<file path="config.mk">
export PLATFORM = sky130hd
export DESIGN_NAME = address_calc
export DESIGN_NICKNAME = d
export VERILOG_FILES = /design/src/rtl/address_calc_pkg.sv /design/src/rtl/address_calc_addr_counter.sv /design/src/rtl/address_calc.sv
export SDC_FILE = /design/constraint.sdc
export NUM_CORES = 1
export LEC_CHECK = 0
export BUFFER_PORTS_ARGS = -buffer_cell sky130_fd_sc_hd__buf_2
export CAP_MARGIN = 15
export CORE_ASPECT_RATIO = 0.75
export CORE_MARGIN = 2
export CORE_UTILIZATION = 30
export DETAILED_ROUTE_END_ITERATION = 10
export GPL_TIMING_DRIVEN = 1
export HOLD_SLACK_MARGIN = 0.02
export PLACE_DENSITY = 0.46
export SLEW_MARGIN = 20
export SYNTH_ARGS = -nofsm -noshare
export SYNTH_HDL_FRONTEND = slang
export SYNTH_SLANG_ARGS = --single-unit
</file>
<file path="constraint.sdc">
create_clock -name clk -period 4 [get_ports clk]
set_input_delay 0.2 -clock clk [delete_from_list [all_inputs] [get_ports clk]]
set_output_delay 0.2 -clock clk [all_outputs]
set_load 0.01 [all_outputs]
</file>
<file path="src/rtl/address_calc_pkg.sv">
// Shared widths and address type for the address calculator.
package address_calc_pkg;

    localparam int ADDR_W  = 26;
    localparam int WIDTH_W = 13;

    typedef logic [ADDR_W-1:0] addr_t;

endpackage

</file>
<file path="src/rtl/address_calc_addr_counter.sv">
// One address pointer: loads a base, increments, and optionally wraps back
// to the stored base after wrap_count advances.
module addr_counter
    import address_calc_pkg::*;
#(
    parameter int ADDR_W  = address_calc_pkg::ADDR_W,
    parameter int WIDTH_W = address_calc_pkg::WIDTH_W
) (
    input  logic               clk,
    input  logic               load,
    input  logic [ADDR_W-1:0]  base,
    input  logic               inc,
    input  logic               wrap_en,
    input  logic [WIDTH_W-1:0] wrap_count,
    output logic [ADDR_W-1:0]  addr,
    output logic               wrap
);

    logic [ADDR_W-1:0]  base_q;
    logic [ADDR_W-1:0]  addr_q;
    logic [WIDTH_W-1:0] cnt_q;
    logic [WIDTH_W:0]   adv;

    // adv is the advance count this increment would produce; >= makes a
    // shrinking wrap_count mid-row wrap on the next advance.
    assign adv  = {1'b0, cnt_q} + (WIDTH_W+1)'(1);
    assign wrap = inc & ~load & wrap_en & (adv >= {1'b0, wrap_count});
    assign addr = addr_q;

    always_ff @(posedge clk) begin
        if (load) begin
            base_q <= base;
            addr_q <= base;
            cnt_q  <= '0;
        end else if (inc) begin
            if (wrap) begin
                addr_q <= base_q;
                cnt_q  <= '0;
            end else begin
                addr_q <= addr_q + ADDR_W'(1);
                if (wrap_en) begin
                    cnt_q <= adv[WIDTH_W-1:0];
                end
            end
        end
    end

endmodule

</file>
<file path="src/rtl/address_calc.sv">
// SDRAM read/write and SRAM row-cache/output address pointers.
// Optional row_done pulse enabled by defining ADDRESS_CALC_ROW_DONE_EN.
module address_calc
    import address_calc_pkg::*;
#(
    parameter int ADDR_W  = address_calc_pkg::ADDR_W,
    parameter int WIDTH_W = address_calc_pkg::WIDTH_W
) (
    input  logic               clk,
    input  logic               rst,
    input  logic               sram_mode,
    input  logic               sdram_mode,
    input  logic               sram_update,
    input  logic               sdram_update,
    input  logic               start_flag,
    input  logic [WIDTH_W-1:0] image_width,
    input  logic [ADDR_W-1:0]  start_address_sdram,
    input  logic [ADDR_W-1:0]  finish_address_sdram,
    input  logic [ADDR_W-1:0]  rowCache_address_sram,
    input  logic [ADDR_W-1:0]  output_address_sram,
`ifdef ADDRESS_CALC_ROW_DONE_EN
    output logic               row_done,
`endif
    output logic [ADDR_W-1:0]  sdram_address,
    output logic [ADDR_W-1:0]  sram_address
);

    logic               load;
    logic [WIDTH_W-1:0] out_wrap_count;
    logic [ADDR_W-1:0]  rd_addr, wr_addr, rc_addr, out_addr;
    logic               rc_wrap;
    logic               unused_rd_wrap, unused_wr_wrap, unused_out_wrap;

    assign load = rst | start_flag;

    // OUT wraps one advance earlier than RC; width 0 or 1 keeps it at base.
    assign out_wrap_count = (image_width == '0) ? '0 : image_width - WIDTH_W'(1);

    addr_counter #(.ADDR_W(ADDR_W), .WIDTH_W(WIDTH_W)) u_rd (
        .clk        (clk),
        .load       (load),
        .base       (start_address_sdram),
        .inc        (sdram_update & sdram_mode),
        .wrap_en    (1'b0),
        .wrap_count ('0),
        .addr       (rd_addr),
        .wrap       (unused_rd_wrap)
    );

    addr_counter #(.ADDR_W(ADDR_W), .WIDTH_W(WIDTH_W)) u_wr (
        .clk        (clk),
        .load       (load),
        .base       (finish_address_sdram),
        .inc        (sdram_update & ~sdram_mode),
        .wrap_en    (1'b0),
        .wrap_count ('0),
        .addr       (wr_addr),
        .wrap       (unused_wr_wrap)
    );

    addr_counter #(.ADDR_W(ADDR_W), .WIDTH_W(WIDTH_W)) u_rc (
        .clk        (clk),
        .load       (load),
        .base       (rowCache_address_sram),
        .inc        (sram_update & sram_mode),
        .wrap_en    (1'b1),
        .wrap_count (image_width),
        .addr       (rc_addr),
        .wrap       (rc_wrap)
    );

    addr_counter #(.ADDR_W(ADDR_W), .WIDTH_W(WIDTH_W)) u_out (
        .clk        (clk),
        .load       (load),
        .base       (output_address_sram),
        .inc        (sram_update & ~sram_mode),
        .wrap_en    (1'b1),
        .wrap_count (out_wrap_count),
        .addr       (out_addr),
        .wrap       (unused_out_wrap)
    );

    assign sdram_address = sdram_mode ? rd_addr : wr_addr;
    assign sram_address  = sram_mode  ? rc_addr : out_addr;

`ifdef ADDRESS_CALC_ROW_DONE_EN
    always_ff @(posedge clk) begin
        if (rst) begin
            row_done <= 1'b0;
        end else begin
            row_done <= rc_wrap;
        end
    end
`else
    logic unused_rc_wrap;
    assign unused_rc_wrap = rc_wrap;
`endif

endmodule

</file>
======== Word level (Yosys, flattened, before mapping) ========
Index checks and enable logic that the tools add are counted.
storage, ports and cells
  flip-flop bits (word level) ............. 182
  input bits .............................. 124
  output and inout bits ................... 52
  logic and storage cells ................. 49
cells by class
  add/sub/neg operators ................... 7
  order comparisons ....................... 2
  muxes and demuxes ....................... 15
  bitwise logic cells ..................... 12
  reductions and logical operators ........ 5
operator list
  operator                                                               count
  26-bit two-way mux                                                     12
  26-bit by 1-bit adder with 26-bit output (second input constant)       4
  13-bit two-way mux                                                     3
  13-bit by 1-bit adder with 14-bit output (second input constant)       2
  14-bit by 13-bit >= comparator with 1-bit output                       2
  13-bit zero test                                                       1
  13-bit by 1-bit subtractor with 13-bit output (second input constant)  1
  1-bit AND                                                              8
  2-bit nonzero test                                                     4
  1-bit NOT                                                              3
  1-bit OR                                                               1

======== Depth between registers and ports, before layout ========
  depth after elaboration ................. 7
  gate-level depth with buffers ........... 15
  gate-level depth less buffers ........... 13

======== By module ========
Synthesis repeated with hierarchy kept, for this count alone.
unflattened totals
  cells, all modules ...................... 1622
  area total of the unflattened synthesis .. 16092.9 µm²
modules (own cells, without submodules)
  module                    times used  cells each  area an instance (µm²)
  addr_counter (u_out ...)  3           377         3727.3
  addr_counter (u_rc)       1           381         3965.1
  address_calc              1           110         945.9

======== Worst setup path before layout ========
No wires, ideal clock.
  kind .................................... reg-to-reg
  start ................................... reg u_rc.cnt_q[0]
  end ..................................... reg u_rc.addr_q[11], in the netlist u_rc.addr[11], data pin
  arrival ................................. 2907 ps
  required time ........................... 3738 ps
  slack ................................... 831 ps
  cell stages (with the launch flop) ...... 14
  period minus slack after synthesis ...... 3169 ps
  cells stage by stage .................... dfxtp_1 > ha_1 > nand3_1 > nor2_1 > nand4_1 > xnor2_1 > ha_1 > and3_1 > nand3_1 > nor2_1 > a21oi_2 > o21ai_4 > buf_6 > o211ai_2
on the way
  longest elaborated chain between the ends .. 6
ends and longest elaborated chain
  element                                           line                             source
  start, declared                                   address_calc_addr_counter.sv:21  logic [WIDTH_W-1:0] cnt_q;
  start signal, assigned                            address_calc_addr_counter.sv:42  cnt_q <= adv[WIDTH_W-1:0];
  13-bit by 1-bit adder with 14-bit output          address_calc_addr_counter.sv:26  assign adv = {1'b0, cnt_q} + (WIDTH_W+1)'(1);
  14-bit by 13-bit >= comparator with 1-bit output  address_calc_addr_counter.sv:27  assign wrap = inc & ~load & wrap_en & (adv >= {1'b0, wrap_count});
  1-bit AND                                         address_calc_addr_counter.sv:27
  26-bit two-way mux                                address_calc_addr_counter.sv:36  if (wrap) begin
  26-bit two-way mux                                address_calc_addr_counter.sv:35  end else if (inc) begin
  26-bit two-way mux                                address_calc_addr_counter.sv:31  if (load) begin
  end signal, assigned                              address_calc_addr_counter.sv:33  addr_q <= base;
  end signal, assigned                              address_calc_addr_counter.sv:37  addr_q <= base_q;
  end signal, assigned                              address_calc_addr_counter.sv:40  addr_q <= addr_q + ADDR_W'(1);
  end, declared                                     address_calc_addr_counter.sv:20  logic [ADDR_W-1:0] addr_q;
No other way between the ends. The select of a mux whose other input is x is not followed.
A chain may end at the register's enable or synchronous reset.

======== Worst setup path in the final report ========
  start ................................... reg u_rc.cnt_q[0]
  end ..................................... reg u_rc.addr_q[17], in the netlist u_rc.addr[17], data pin
Same word-level chain as after synthesis.

==> reports/summary.txt <==
STATUS
--------------------------------------------------------------------------------------------------------
Run status                                                                                  finished, final reports clean

TIMING
--------------------------------------------------------------------------------------------------------
Hold Vio Cnt, Final                                                                                    0
Final Slew Violations                                                                                  0
Smallest hold slack                                                                            0.0365 ns
Transition at the pin with the smallest max-transition slack                                    0.963 ns
Achievable frequency                                                                             270 MHz
Layout Skew                                                                                    0.0163 ns
Part of the cycle the worst path needs                                                             0.928
Endpoints failing setup                                                                                0
Remaining max-slew budget at the tightest pin                                                      0.356
Sum of negative setup slack                                                                         0 ns
Period minus WS final                                                                            3.71 ns
RSZ-0062 raised after global routing                                                               false

SETUP PATH
--------------------------------------------------------------------------------------------------------
Kind of critical path                                                                       flop to flop
Cell with the most instances on the worst path                                              sky130_fd_sc_hd__ha_1
Master of the slowest instance on the critical path                                         sky130_fd_sc_hd__o311ai_0
Endpoint of the worst register-to-register path                                             u_rc.addr[17]$_DFFE_PP_
CP Data Required Time                                                                            4.20 ns
Start point of the critical path                                                            u_rc.cnt_q[0]$_SDFFE_PN0P_
Sequence of cells on the critical path                                                      ha_1, nand3_1, nor2_1, nand4_1, xnor2_1, ha_1, and3_1, a221oi_4, o211ai_4, a21oi_2, nor2_4, o311ai_0
Setup slack of the most critical reg-to-reg path                                                 0.29 ns
Buf/Inv on CP                                                                                          0
CP arrival                                                                                       3.91 ns
Count of cells along the worst register-to-register path                                              12
Maximum fanout along the worst path                                                                    9
Critical Path Max Stage Delay                                                                    0.47 ns
Worst setup EP type                                                                                 flop
Startpoint types                                                                                    flop
Cell family contributing the most delay on the critical path                                compound AO/OA/AOI/OAI gates
Reg2reg start                                                                               u_rc.cnt_q[0]$_SDFFE_PN0P_

FLOORPLAN
--------------------------------------------------------------------------------------------------------
Placeable core area                                                                           0.0361 mm²
Effective utilization at floorplan                                                                 0.306
Vertical die dimension                                                                            170 µm
# IOs                                                                                                176
Row count                                                                                             60
Die outline width                                                                                 226 µm
Area of the die                                                                               0.0384 mm²

CLOCK TREE
--------------------------------------------------------------------------------------------------------
Clock Latency Late Sink                                                                          0.45 ns
Sinks on Clock Net                                                                                   182
Post-CTS clock slew at the launch and capture registers of the worst setup and hold paths        0.07 ns
Maximum level of the CTS H-tree                                                                        4
TritonCTS clock tree                                                                                 yes
Clock root buffer                                                                           sky130_fd_sc_hd__clkbuf_16
Total CTS buffers                                                                                     17
CTS max path bufs                                                                                      2
PostCTS Resize Cnt                                                                                     0
Total setup buffers inserted after CTS                                                                 0

FINISH
--------------------------------------------------------------------------------------------------------
Synth-to-layout area growth                                                                        26.2%
Share of layout cells above drive strength 1                                                       0.235
Number of standard cells in the final layout excluding fillers                                      1840
Most used cells in the layout excluding fill and tap cells                                  sky130_fd_sc_hd__buf_2 (175), sky130_fd_sc_hd__nand2_1 (159), sky130_fd_sc_hd__edfxtp_1 (156)
Most common cell after layout, fill and taps aside                                          sky130_fd_sc_hd__buf_2
Number of fill cells in the layout                                                                  3640
Final design utilization                                                                           0.387
Final Instance Area                                                                           0.0140 mm²
NumNets Final                                                                                       1485

LOGIC SYNTHESIS
--------------------------------------------------------------------------------------------------------
Warning count from the yosys run                                                                       0
Total of flip-flops plus latches after synthesis                                                     182
Number of synthesized flops with an enable pin                                                       156
Synth unique cells                                                                                    65
Asr flop ratio synth                                                                                   0
Synthesized area per cell                                                                       10.2 µm²
Syn nets                                                                                            1237
Sequential-to-total area share from yosys stat                                                     0.470
Gate count after technology mapping                                                                 1080
Cell area after synthesis                                                                     0.0111 mm²
Ys flop type                                                                                sky130_fd_sc_hd__edfxtp_1

ROUTE
--------------------------------------------------------------------------------------------------------
Wire length reported by the detailed router                                                     33100 µm
# DRC                                                                                                  0
Antenna Violating Nets Remaining                                                                       0
Iter 0 DRT Violations                                                                                638
Mean number of vias per cell                                                                        4.95
Routed wirelength normalized by instance count                                                   18.0 µm
Detailed Routing Iterations Pass 1                                                                     5
Via count of the routed design                                                                      9106

PLACE
--------------------------------------------------------------------------------------------------------
Cells after DPL                                                                                     1722
Placed Instance Area                                                                          0.0125 mm²
Count of buffers inserted at the top-level ports                                                     175
Weighted congestion reported at the end of routability-driven placement                            0.861
DPL Wire Length                                                                                 24300 µm

POWER AND IR DROP
--------------------------------------------------------------------------------------------------------
Worst supply voltage drop on vdd                                                                0.286 mV
Static Leak                                                                                      5.47 nW
Power density over cell area                                                                  351 mW/mm²

GRT
--------------------------------------------------------------------------------------------------------
GRT Overall Usage                                                                                  0.173
Gr ovfl total                                                                                          0
Largest net degree at the start of global routing                                                    144
Number of antenna violations at the first check in global routing                                      3
First-pass GRT wire length                                                                      50900 µm
Number of global-route vias before repair                                                           8707

FLOW RUN
--------------------------------------------------------------------------------------------------------
Number of max-capacitance violations reported                                                          0

HOLD PATH
--------------------------------------------------------------------------------------------------------
Type of the most critical hold path                                                         input port to flop
Min-Delay Path Depth                                                                                   3
Worst-case hold path end point                                                              u_rd.addr[12]$_DFFE_PP_
Min-delay src                                                                               start_address_sdram[12]

## state kept, by name, indices dropped and copies added (netlist names)
signal,cells
u_rc.addr,26
u_rc.cnt_q,13
u_out.cnt_q,13
u_wr.addr,26
u_out.addr,26
u_rc.base_q,26
u_out.base_q,26
u_rd.addr,26
## worst register-to-register path: cells and delay by family, from the launching register on
family / cells / cell delay (ns)
AND/OR/NAND/NOR: 5 / 1.00
AO/OA/AOI/OAI: 4 / 1.20
XOR/XNOR: 1 / 0.25
adder cells (fa/ha/maj): 2 / 0.56
flip-flops: 1 / 0.45
## synthesized netlist by cell type (all sizes together), types with 3 or more instances
library cell  count  share of area
nand2           159          0.054
inv              27         0.0092
buf              15         0.0087
o21ai            81          0.038
nor2b             4         0.0023
and2              3         0.0017
and4             16          0.013
nor4             10         0.0079
and3             21          0.012
clkbuf           36          0.012
xor2             54          0.043
a21oi            30          0.014
nand3            79          0.036
nand4            22          0.015
o31ai            18          0.012
a31oi            18          0.010
mux2             52          0.053
ha               33          0.037
dfxtp            26          0.047
a21o              7         0.0048
nor3             17         0.0096
o211ai           17          0.017
edfxtp          156           0.42
o311ai            9         0.0078
nor2             51          0.018
a211oi           10         0.0079
xnor2            70          0.055
nand2b           10         0.0057
a22o             14          0.011
## power by group
group	switching, mW	internal, mW
combinational	0.394	0.351
clock	0.788	0.946
sequential	0.166	2.26
## worst max path at each step
stage	end	slack (ns)	cells past startpoint
2_1_floorplan	u_rc.addr[11]$_DFFE_PP_	0.83	13
3_3_place_gp	u_rc.addr[17]$_DFFE_PP_	0.31	12
3_5_place_dp	u_out.addr[24]$_DFFE_PP_	0.29	14
4_1_cts	u_rc.addr[5]$_DFFE_PP_	0.38	13
5_1_grt	u_rc.addr[17]$_DFFE_PP_	0.07	12
6_report	u_rc.addr[17]$_DFFE_PP_	0.29	12
## cell families (layout without fill, tap and decap cells)
family                     count (synthesis)  count (layout)  synth area share
other                                      0               3                 0
adders and majority gates                 33              33            0.0373
and+or+nand+nor                          395             395             0.177
DFF                                      182             182             0.470
muxes                                     52              52            0.0529
xor gates and xnor gates                 124             124            0.0982
AOI/OAI and AO/OA                        216             216             0.134
buffers and inverters                     78             339            0.0301
## what timing repair did
item                                   CTS  global route
hold buffers                            83             0
setup endpoints to repair                0             0
endpoints found under the hold margin   83             0
## per-layer routing
metal / part of all wire / vias to the layer above / GRT usage
met1: 0.54 / 4398 / 0.273
met4: 0.011 / 0 / 0.0406
li1: - / 4492 / -
met2: 0.39 / 195 / 0.234
met5: 0 / - / 0
met3: 0.052 / 21 / 0.0390
## area by class of cell
| class | count | area (µm²) | area share |
|---|---|---|---|
| diodes | 3 | 7.51 | 0.000538 |
| inverters | 27 | 106 | 0.00762 |
| clock buffers | 24 | 536 | 0.0384 |
| clock inverters | 8 | 56.3 | 0.00403 |
| well taps | 496 | 621 | 0.0445 |
| repair buffers | 280 | 1880 | 0.135 |
| flip-flops and latches | 182 | 5200 | 0.373 |
| multi-input cells | 820 | 5540 | 0.397 |
## per-stage QoR
stage	total power [mW]	setup slack [ns]
after floorplan	2.82	0.831
after global placement	3.14	0.315
after detailed placement	3.14	0.288
after CTS	4.95	0.382
after global routing	5.10	0.0727
final	4.90	0.290
Power figures use the tool's default switching activity.
